[config.mk]
export PLATFORM = sky130hd
export DESIGN_NAME = bus_arbiter_flat
export DESIGN_NICKNAME = d
export VERILOG_FILES = /design/src/rtl/bus_arbiter_if.sv /design/src/rtl/bus_arbiter.sv /design/src/flat_wrapper.sv
export SDC_FILE = /design/constraint.sdc
export NUM_CORES = 1
export LEC_CHECK = 0
export ABC_AREA = 1
export BUFFER_PORTS_ARGS = -buffer_cell sky130_fd_sc_hd__buf_4
export CORE_UTILIZATION = 49
export CTS_CLUSTER_DIAMETER = 80
export DETAILED_ROUTE_END_ITERATION = 16
export PLACE_DENSITY = 0.8
export SLEW_MARGIN = 30
export SYNTH_ARGS = -nofsm -noshare
export SYNTH_HDL_FRONTEND = slang
export SYNTH_SLANG_ARGS = --single-unit
[constraint.sdc]
create_clock -name clk -period 1.83 [get_ports clk]
set_input_delay 0.0915 -clock clk [delete_from_list [all_inputs] [get_ports clk]]
set_output_delay 0.0915 -clock clk [all_outputs]
set_load 0.02 [all_outputs]
[src/rtl/bus_arbiter_if.sv]
// -----------------------------------------------------------------------------
// bus_arbiter_if
// Groups the two master request channels and the shared device bus.
//   mN_req/mN_addr/mN_wdata/mN_we : master N request (held until ack or err)
//   mN_rdata/mN_ack/mN_err        : completion info returned to master N
//   en/addr/wdata/we              : shared bus toward decoders and devices
//   rdata/rdy                     : device response
// Handshake: a master raises mN_req with stable payload and keeps it until it
// sees a one-cycle mN_ack (done, mN_rdata valid) or mN_err (timed out). The
// device finishes a cycle by raising rdy while en is high; rdy is ignored
// otherwise.
// modport slave  : the arbiter's view
// modport master : the view of the environment (masters plus device)
// -----------------------------------------------------------------------------
interface bus_arbiter_if;
  logic        m0_req;
  logic [31:0] m0_addr;
  logic [31:0] m0_wdata;
  logic        m0_we;
  logic [31:0] m0_rdata;
  logic        m0_ack;
  logic        m0_err;

  logic        m1_req;
  logic [31:0] m1_addr;
  logic [31:0] m1_wdata;
  logic        m1_we;
  logic [31:0] m1_rdata;
  logic        m1_ack;
  logic        m1_err;

  logic        en;
  logic [31:0] addr;
  logic [31:0] wdata;
  logic        we;
  logic [31:0] rdata;
  logic        rdy;

  modport slave (
    input  m0_req, m0_addr, m0_wdata, m0_we,
    input  m1_req, m1_addr, m1_wdata, m1_we,
    input  rdata, rdy,
    output m0_rdata, m0_ack, m0_err,
    output m1_rdata, m1_ack, m1_err,
    output en, addr, wdata, we
  );

  modport master (
    output m0_req, m0_addr, m0_wdata, m0_we,
    output m1_req, m1_addr, m1_wdata, m1_we,
    output rdata, rdy,
    input  m0_rdata, m0_ack, m0_err,
    input  m1_rdata, m1_ack, m1_err,
    input  en, addr, wdata, we
  );
endinterface

[src/rtl/bus_arbiter.sv]
// -----------------------------------------------------------------------------
// bus_arbiter
// Two-master round-robin arbiter for a single shared bus with a transfer
// timeout. One transfer is in flight at a time; every output is registered.
//   clk     : clock, rising edge
//   rst     : synchronous active-high reset
//   bus     : bus_arbiter_if.slave (master channels + device bus)
//   o_state : debug view of the FSM state (0 IDLE, 1 BUSY)
// Parameter TIMEOUT (2..255): BUSY cycles without rdy before the transfer is
// aborted with an err strobe to its owner.
// -----------------------------------------------------------------------------
module bus_arbiter #(
  parameter int unsigned TIMEOUT = 16
) (
  input  logic               clk,
  input  logic               rst,
  bus_arbiter_if.slave       bus,
  output logic               o_state
);

  typedef enum logic {
    ST_IDLE = 1'b0,
    ST_BUSY = 1'b1
  } state_t;

  localparam logic [7:0] CNT_LAST = 8'(TIMEOUT - 1);

  state_t      r_state;
  state_t      w_state_nxt;

  logic        r_en,     w_en_nxt;
  logic [31:0] r_addr,   w_addr_nxt;
  logic [31:0] r_wdata,  w_wdata_nxt;
  logic        r_we,     w_we_nxt;
  logic [7:0]  r_cnt,    w_cnt_nxt;
  logic        r_owner,  w_owner_nxt;
  logic        r_last,   w_last_nxt;
  logic        r_ack0,   w_ack0_nxt;
  logic        r_ack1,   w_ack1_nxt;
  logic        r_err0,   w_err0_nxt;
  logic        r_err1,   w_err1_nxt;
  logic [31:0] r_rdata0, w_rdata0_nxt;
  logic [31:0] r_rdata1, w_rdata1_nxt;

  // A master that is being strobed this cycle is still holding req while it
  // observes the strobe, so it must not be re-granted on that same edge.
  logic w_elig0, w_elig1, w_grant_vld, w_grant_sel, w_timeout;

  always_comb begin
    w_elig0     = bus.m0_req & ~r_ack0 & ~r_err0;
    w_elig1     = bus.m1_req & ~r_ack1 & ~r_err1;
    w_grant_vld = w_elig0 | w_elig1;
    // On a tie the master not granted last wins; otherwise the only one.
    w_grant_sel = (w_elig0 & w_elig1) ? ~r_last : w_elig1;
    // rdy has priority over the timeout in the same cycle.
    w_timeout   = ~bus.rdy & (r_cnt == CNT_LAST);
  end

  // State register
  always_ff @(posedge clk) begin
    if (rst) r_state <= ST_IDLE;
    else     r_state <= w_state_nxt;
  end

  // Next-state logic
  always_comb begin
    w_state_nxt = r_state;
    case (r_state)
      ST_IDLE: if (w_grant_vld)           w_state_nxt = ST_BUSY;
      ST_BUSY: if (bus.rdy || w_timeout)  w_state_nxt = ST_IDLE;
      default:                            w_state_nxt = ST_IDLE;
    endcase
  end

  // Output logic: next values of the registered outputs and datapath
  always_comb begin
    w_en_nxt     = 1'b0;
    w_addr_nxt   = r_addr;
    w_wdata_nxt  = r_wdata;
    w_we_nxt     = r_we;
    w_cnt_nxt    = r_cnt;
    w_owner_nxt  = r_owner;
    w_last_nxt   = r_last;
    w_ack0_nxt   = 1'b0;
    w_ack1_nxt   = 1'b0;
    w_err0_nxt   = 1'b0;
    w_err1_nxt   = 1'b0;
    w_rdata0_nxt = r_rdata0;
    w_rdata1_nxt = r_rdata1;
    case (r_state)
      ST_IDLE: begin
        if (w_grant_vld) begin
          w_en_nxt    = 1'b1;
          w_owner_nxt = w_grant_sel;
          w_last_nxt  = w_grant_sel;
          w_cnt_nxt   = 8'd0;
          w_addr_nxt  = w_grant_sel ? bus.m1_addr  : bus.m0_addr;
          w_wdata_nxt = w_grant_sel ? bus.m1_wdata : bus.m0_wdata;
          w_we_nxt    = w_grant_sel ? bus.m1_we    : bus.m0_we;
        end
      end
      ST_BUSY: begin
        if (bus.rdy) begin
          // Reads and writes alike return the device rdata to the owner.
          if (r_owner) begin
            w_ack1_nxt   = 1'b1;
            w_rdata1_nxt = bus.rdata;
          end else begin
            w_ack0_nxt   = 1'b1;
            w_rdata0_nxt = bus.rdata;
          end
        end else if (w_timeout) begin
          if (r_owner) begin
            w_err1_nxt   = 1'b1;
            w_rdata1_nxt = 32'd0;
          end else begin
            w_err0_nxt   = 1'b1;
            w_rdata0_nxt = 32'd0;
          end
        end else begin
          w_en_nxt  = 1'b1;
          w_cnt_nxt = r_cnt + 8'd1;
        end
      end
      default: ;
    endcase
  end

  // Output/datapath registers
  always_ff @(posedge clk) begin
    if (rst) begin
      r_en     <= 1'b0;
      r_addr   <= 32'd0;
      r_wdata  <= 32'd0;
      r_we     <= 1'b0;
      r_cnt    <= 8'd0;
      r_owner  <= 1'b0;
      r_last   <= 1'b1;
      r_ack0   <= 1'b0;
      r_ack1   <= 1'b0;
      r_err0   <= 1'b0;
      r_err1   <= 1'b0;
      r_rdata0 <= 32'd0;
      r_rdata1 <= 32'd0;
    end else begin
      r_en     <= w_en_nxt;
      r_addr   <= w_addr_nxt;
      r_wdata  <= w_wdata_nxt;
      r_we     <= w_we_nxt;
      r_cnt    <= w_cnt_nxt;
      r_owner  <= w_owner_nxt;
      r_last   <= w_last_nxt;
      r_ack0   <= w_ack0_nxt;
      r_ack1   <= w_ack1_nxt;
      r_err0   <= w_err0_nxt;
      r_err1   <= w_err1_nxt;
      r_rdata0 <= w_rdata0_nxt;
      r_rdata1 <= w_rdata1_nxt;
    end
  end

  assign bus.en       = r_en;
  assign bus.addr     = r_addr;
  assign bus.wdata    = r_wdata;
  assign bus.we       = r_we;
  assign bus.m0_ack   = r_ack0;
  assign bus.m1_ack   = r_ack1;
  assign bus.m0_err   = r_err0;
  assign bus.m1_err   = r_err1;
  assign bus.m0_rdata = r_rdata0;
  assign bus.m1_rdata = r_rdata1;
  assign o_state      = r_state;

endmodule

[src/flat_wrapper.sv]
// flat-port wrapper written by rule: the top's interface ports become plain ports
module bus_arbiter_flat 
#(
  parameter int unsigned TIMEOUT = 16
)
  (clk, rst, o_state, bus_m0_req, bus_m0_addr, bus_m0_wdata, bus_m0_we, bus_m1_req, bus_m1_addr, bus_m1_wdata, bus_m1_we, bus_rdata, bus_rdy, bus_m0_rdata, bus_m0_ack, bus_m0_err, bus_m1_rdata, bus_m1_ack, bus_m1_err, bus_en, bus_addr, bus_wdata, bus_we);
  bus_arbiter_if bus_i ();
  input  logic clk;
  input  logic rst;
  output logic o_state;
  input wire logic [$bits(bus_i.m0_req)-1:0] bus_m0_req;
  input wire logic [$bits(bus_i.m0_addr)-1:0] bus_m0_addr;
  input wire logic [$bits(bus_i.m0_wdata)-1:0] bus_m0_wdata;
  input wire logic [$bits(bus_i.m0_we)-1:0] bus_m0_we;
  input wire logic [$bits(bus_i.m1_req)-1:0] bus_m1_req;
  input wire logic [$bits(bus_i.m1_addr)-1:0] bus_m1_addr;
  input wire logic [$bits(bus_i.m1_wdata)-1:0] bus_m1_wdata;
  input wire logic [$bits(bus_i.m1_we)-1:0] bus_m1_we;
  input wire logic [$bits(bus_i.rdata)-1:0] bus_rdata;
  input wire logic [$bits(bus_i.rdy)-1:0] bus_rdy;
  output wire logic [$bits(bus_i.m0_rdata)-1:0] bus_m0_rdata;
  output wire logic [$bits(bus_i.m0_ack)-1:0] bus_m0_ack;
  output wire logic [$bits(bus_i.m0_err)-1:0] bus_m0_err;
  output wire logic [$bits(bus_i.m1_rdata)-1:0] bus_m1_rdata;
  output wire logic [$bits(bus_i.m1_ack)-1:0] bus_m1_ack;
  output wire logic [$bits(bus_i.m1_err)-1:0] bus_m1_err;
  output wire logic [$bits(bus_i.en)-1:0] bus_en;
  output wire logic [$bits(bus_i.addr)-1:0] bus_addr;
  output wire logic [$bits(bus_i.wdata)-1:0] bus_wdata;
  output wire logic [$bits(bus_i.we)-1:0] bus_we;
  assign bus_i.m0_req = bus_m0_req;
  assign bus_i.m0_addr = bus_m0_addr;
  assign bus_i.m0_wdata = bus_m0_wdata;
  assign bus_i.m0_we = bus_m0_we;
  assign bus_i.m1_req = bus_m1_req;
  assign bus_i.m1_addr = bus_m1_addr;
  assign bus_i.m1_wdata = bus_m1_wdata;
  assign bus_i.m1_we = bus_m1_we;
  assign bus_i.rdata = bus_rdata;
  assign bus_i.rdy = bus_rdy;
  assign bus_m0_rdata = bus_i.m0_rdata;
  assign bus_m0_ack = bus_i.m0_ack;
  assign bus_m0_err = bus_i.m0_err;
  assign bus_m1_rdata = bus_i.m1_rdata;
  assign bus_m1_ack = bus_i.m1_ack;
  assign bus_m1_err = bus_i.m1_err;
  assign bus_en = bus_i.en;
  assign bus_addr = bus_i.addr;
  assign bus_wdata = bus_i.wdata;
  assign bus_we = bus_i.we;
  bus_arbiter #(.TIMEOUT(TIMEOUT)) u_core (.clk(clk), .rst(rst), .bus(bus_i), .o_state(o_state));
endmodule
==> results by group <==
Timing
  – Final hold vios: 0
  – Period Utilization, post-route: approximately nine tenths
  – Relative slew slack: just under 60%
  – RSZ-0062 raised after global routing: no
  – Clock skew: roughly 0.01 ns
  – Max Freq: around 0.61 GHz
  – Hold Slack: about 0.0033 ns
  – PnR worst setup slack: just under 0.2 ns
  – Final setup viols: 0
  – Setup TNS: 0 ns
  – Crit path time final: roughly 1.6 ns
  – Slew @ Worst Pin: ~0.63 ns
  – Max-slew violations: 0

Drt
  – First-pass DRT Iterations: 6
  – Vias per Instance: between 5 and 6
  – Post-route DRC: 0
  – Total wire length: about 26 mm
  – Vias: about 8,900
  – WL per Instance: 15.36 um
  – Routed Antenna Nets: 0
  – DR iter-0 viols: 910

Synth
  – Syn Inst Count: 1,173
  – Post-Syn Nets: approximately 1,300
  – Register bit total from synthesis: 144
  – Cell variety after synth: 22
  – Cell Area, Synth: around 0.007 mm^2
  – Simple-gate share of the synthesized area: a little over two fifths
  – Compound-cell area share of the yosys netlist: ~1.0%
  – Largest family of logic cells by synthesized area: simple AND/OR/NAND/NOR gates
  – Syn avg cell area: about 6 um^2
  – Post-synthesis sequential area ratio: 40.08%
  – Post-synthesis xor/xnor area fraction: less than 1%
  – Mux share of post-synthesis cell area: 0%
  – Synth warn: 0
  – Synth Area in Adders: less than 1%

Die
  – Num ports: about 300
  – Core Box Area: between 0.01 and 0.015 mm^2
  – Row count: 43
  – Initial Utilization: around half
  – Die height: roughly 120 um
  – DIE WIDTH: about 120 um
  – Die footprint: roughly 0.015 mm^2

GRT
  – Total grt overflow: 0
  – All-Layer GR Usage: roughly a third
  – First-pass GRT wire length: 40.63 mm
  – Number of global-route vias before repair: 8,473
  – Largest net degree at the start of global routing: 66
  – Number of antenna violations at the first check in global routing: 2

Final layout
  – Area of the multi-input gates: roughly 0.0032 mm^2
  – Register area: 0.002884 mm^2
  – Ratio of cells with drive above 1 in the final layout: 23.62%
  – Area grow syn2layout: 55.48%
  – Nets: around 1,700
  – # fillers: around 970

Setup path
  – Critical Path RT: ~2.2 ns
  – Worst setup EP type: register
  – Startpoint types: register
  – CP max FO: 37
  – Crit path DAT: 1.95 ns
  – Worst setup path category: reg2reg

Min path
  – Hold crit path type: in2reg

Place
  – Dpl hpwl: 14.79 mm
  – IO Port Bufs: between 300 and 400
  – Pre-CTS setup slack: approximately 0.14 ns
  – Placer Congestion: 0.8498

Power and ir drop
  – Maximum vdd drop: 0.8294 mV
  – Pwr per Cell Area: 859.7 mW/mm^2
  – Static leakage: 6.185 nW

Flow run
  – # Max-Cap Violations: 0

Clock network
  – CTS root buf: clkbuf_16
  – CTS buffer count: 17
  – H-tree Lvls: 4
  – Clock-pin slew on the worst setup and hold paths: about 0.060 ns
  – Skew-Pair Late Insertion Delay: 0.43 ns
  – TritonCTS clock tree: built
  – Clock Path Buffers: 2
  – Clk sinks: roughly 140

Outcome
  – Status: complete, no violations
[registers in the layout, indices dropped and copies added (netlist names)]
| name | flops |
|---|---|
| u_core.bus.we | 1 |
| u_core.bus.m0_rdata | 32 |
| u_core.bus.m1_rdata | 32 |
| u_core.r_owner | 1 |
| u_core.r_cnt | 8 |
| u_core.r_last | 1 |
| u_core.bus.m0_err | 1 |
| u_core.bus.m1_ack | 1 |
| u_core.bus.m0_ack | 1 |
| u_core.bus.wdata | 32 |
| u_core.bus.addr | 32 |
| u_core.bus.en | 1 |
| u_core.bus.m1_err | 1 |
[per-stage QoR]
step,power (mW),std cells,utilization (%),area (um^2)
2_1_floorplan,4.798,1173,-,7192
3_3_place_gp,5.674,1596,68.03,9589
3_5_place_dp,5.700,1596,68.03,9589
4_1_cts,9.489,1721,79.16,11160
5_1_grt,10.00,1723,79.33,11180
6_report,9.613,1723,79.33,11180
[cells in the final DEF (no fill, tap or decap)]
master / instances
nand3_2: 2
buf_4: 312
clkinv_2: 2
nor3b_1: 1
nor2_1: 236
inv_1: 191
o21bai_4: 1
clkbuf_16: 17
inv_2: 3
dlygate4sd3_1: 95
nand2_4: 1
nand3b_1: 1
nand2_2: 2
nand3_4: 2
clkinv_8: 1
clkinv_4: 1
a21oi_1: 9
bufinv_16: 4
diode_2: 2
ha_1: 1
dfxtp_1: 143
nand2_1: 314
dfxtp_2: 1
clkbuf_1: 1
o21bai_1: 1
nand4_1: 43
o21ai_0: 3
clkbuf_8: 2
buf_6: 1
nand3_1: 137
clkinvlp_4: 3
buf_12: 9
xor2_1: 1
[logic make-up after synthesis]
logic type                 after synthesis
adders and majority gates                1
xor gates and xnor gates                 1
and+or+nand+nor                        739
DFF                                    144
buffers and inverters                  274
AOI/OAI and AO/OA                       14
[critical path: stages (launching register included)]
cell      delay, ns
dfxtp_1        0.36
ha_1           0.22
nand3_2        0.15
o21bai_4       0.26
nand3_4        0.15
buf_12         0.21
nor2_1         0.11
nor2_1         0.06
[worst paths after layout]
check                                                           end  cells after the start                    startpoint  slack, ns
worst min register to register         u_core.r_cnt[0]$_SDFFE_PP0P_                      1  u_core.r_cnt[0]$_SDFFE_PP0P_       0.49
worst max-delay path            u_core.bus.m1_rdata[1]$_SDFFE_PP0P_                      7  u_core.r_cnt[0]$_SDFFE_PP0P_       0.20
worst min-delay path                u_core.bus.addr[8]$_SDFFE_PP0P_                      5                bus_m1_addr[8]      0.003
worst max register to register  u_core.bus.m1_rdata[1]$_SDFFE_PP0P_                      7  u_core.r_cnt[0]$_SDFFE_PP0P_       0.20
[per-layer routing]
metal / routed length (um) / GRT usage (%)
met1: 9691 / 38.11
met5: 0 / 0
met2: 12600 / 57.26
met4: 1583 / 22.44
met3: 2589 / 9.363
[cells in the mapped netlist, drive strengths merged]
cell type / n / area [um^2]
a21oi: 9 / 45.04
nor2: 236 / 885.9
xor2: 1 / 8.760
ha: 1 / 12.51
nand4: 43 / 269.0
clkbuf: 25 / 93.84
dfxtp: 144 / 2883
nand3b: 1 / 7.510
o21bai: 2 / 15.01
nand2: 317 / 1195
buf: 54 / 286.5
o21ai: 3 / 15.01
nor3b: 1 / 7.510
nand3: 141 / 735.7
inv: 195 / 732.0
[timing repair]
item                       in CTS  in global routing
hold buffers                   95                  0
hold endpoints to repair       71                  0
setup endpoints to repair       0                 44
buffers inserted                0                  0
resized for setup               0                  5
[cell type report]
cell class	instances	area share, %
clock inverters	10	1.443
flip-flops and latches	144	25.79
repair buffers	417	31.16
diodes	2	0.04476
multi-input cells	755	28.80
well taps	180	2.014
clock buffers	20	4.084
inverters	195	6.658
[power breakdown]
group	total [mW]	internal [mW]	switching (mW)
Clock	3.65	2.33	1.32
Combinational	2.44	1.04	1.40
Sequential	3.52	3.38	0.146
Total	9.61	6.75	2.86
Note: power is estimated with default switching activity, not from simulation.
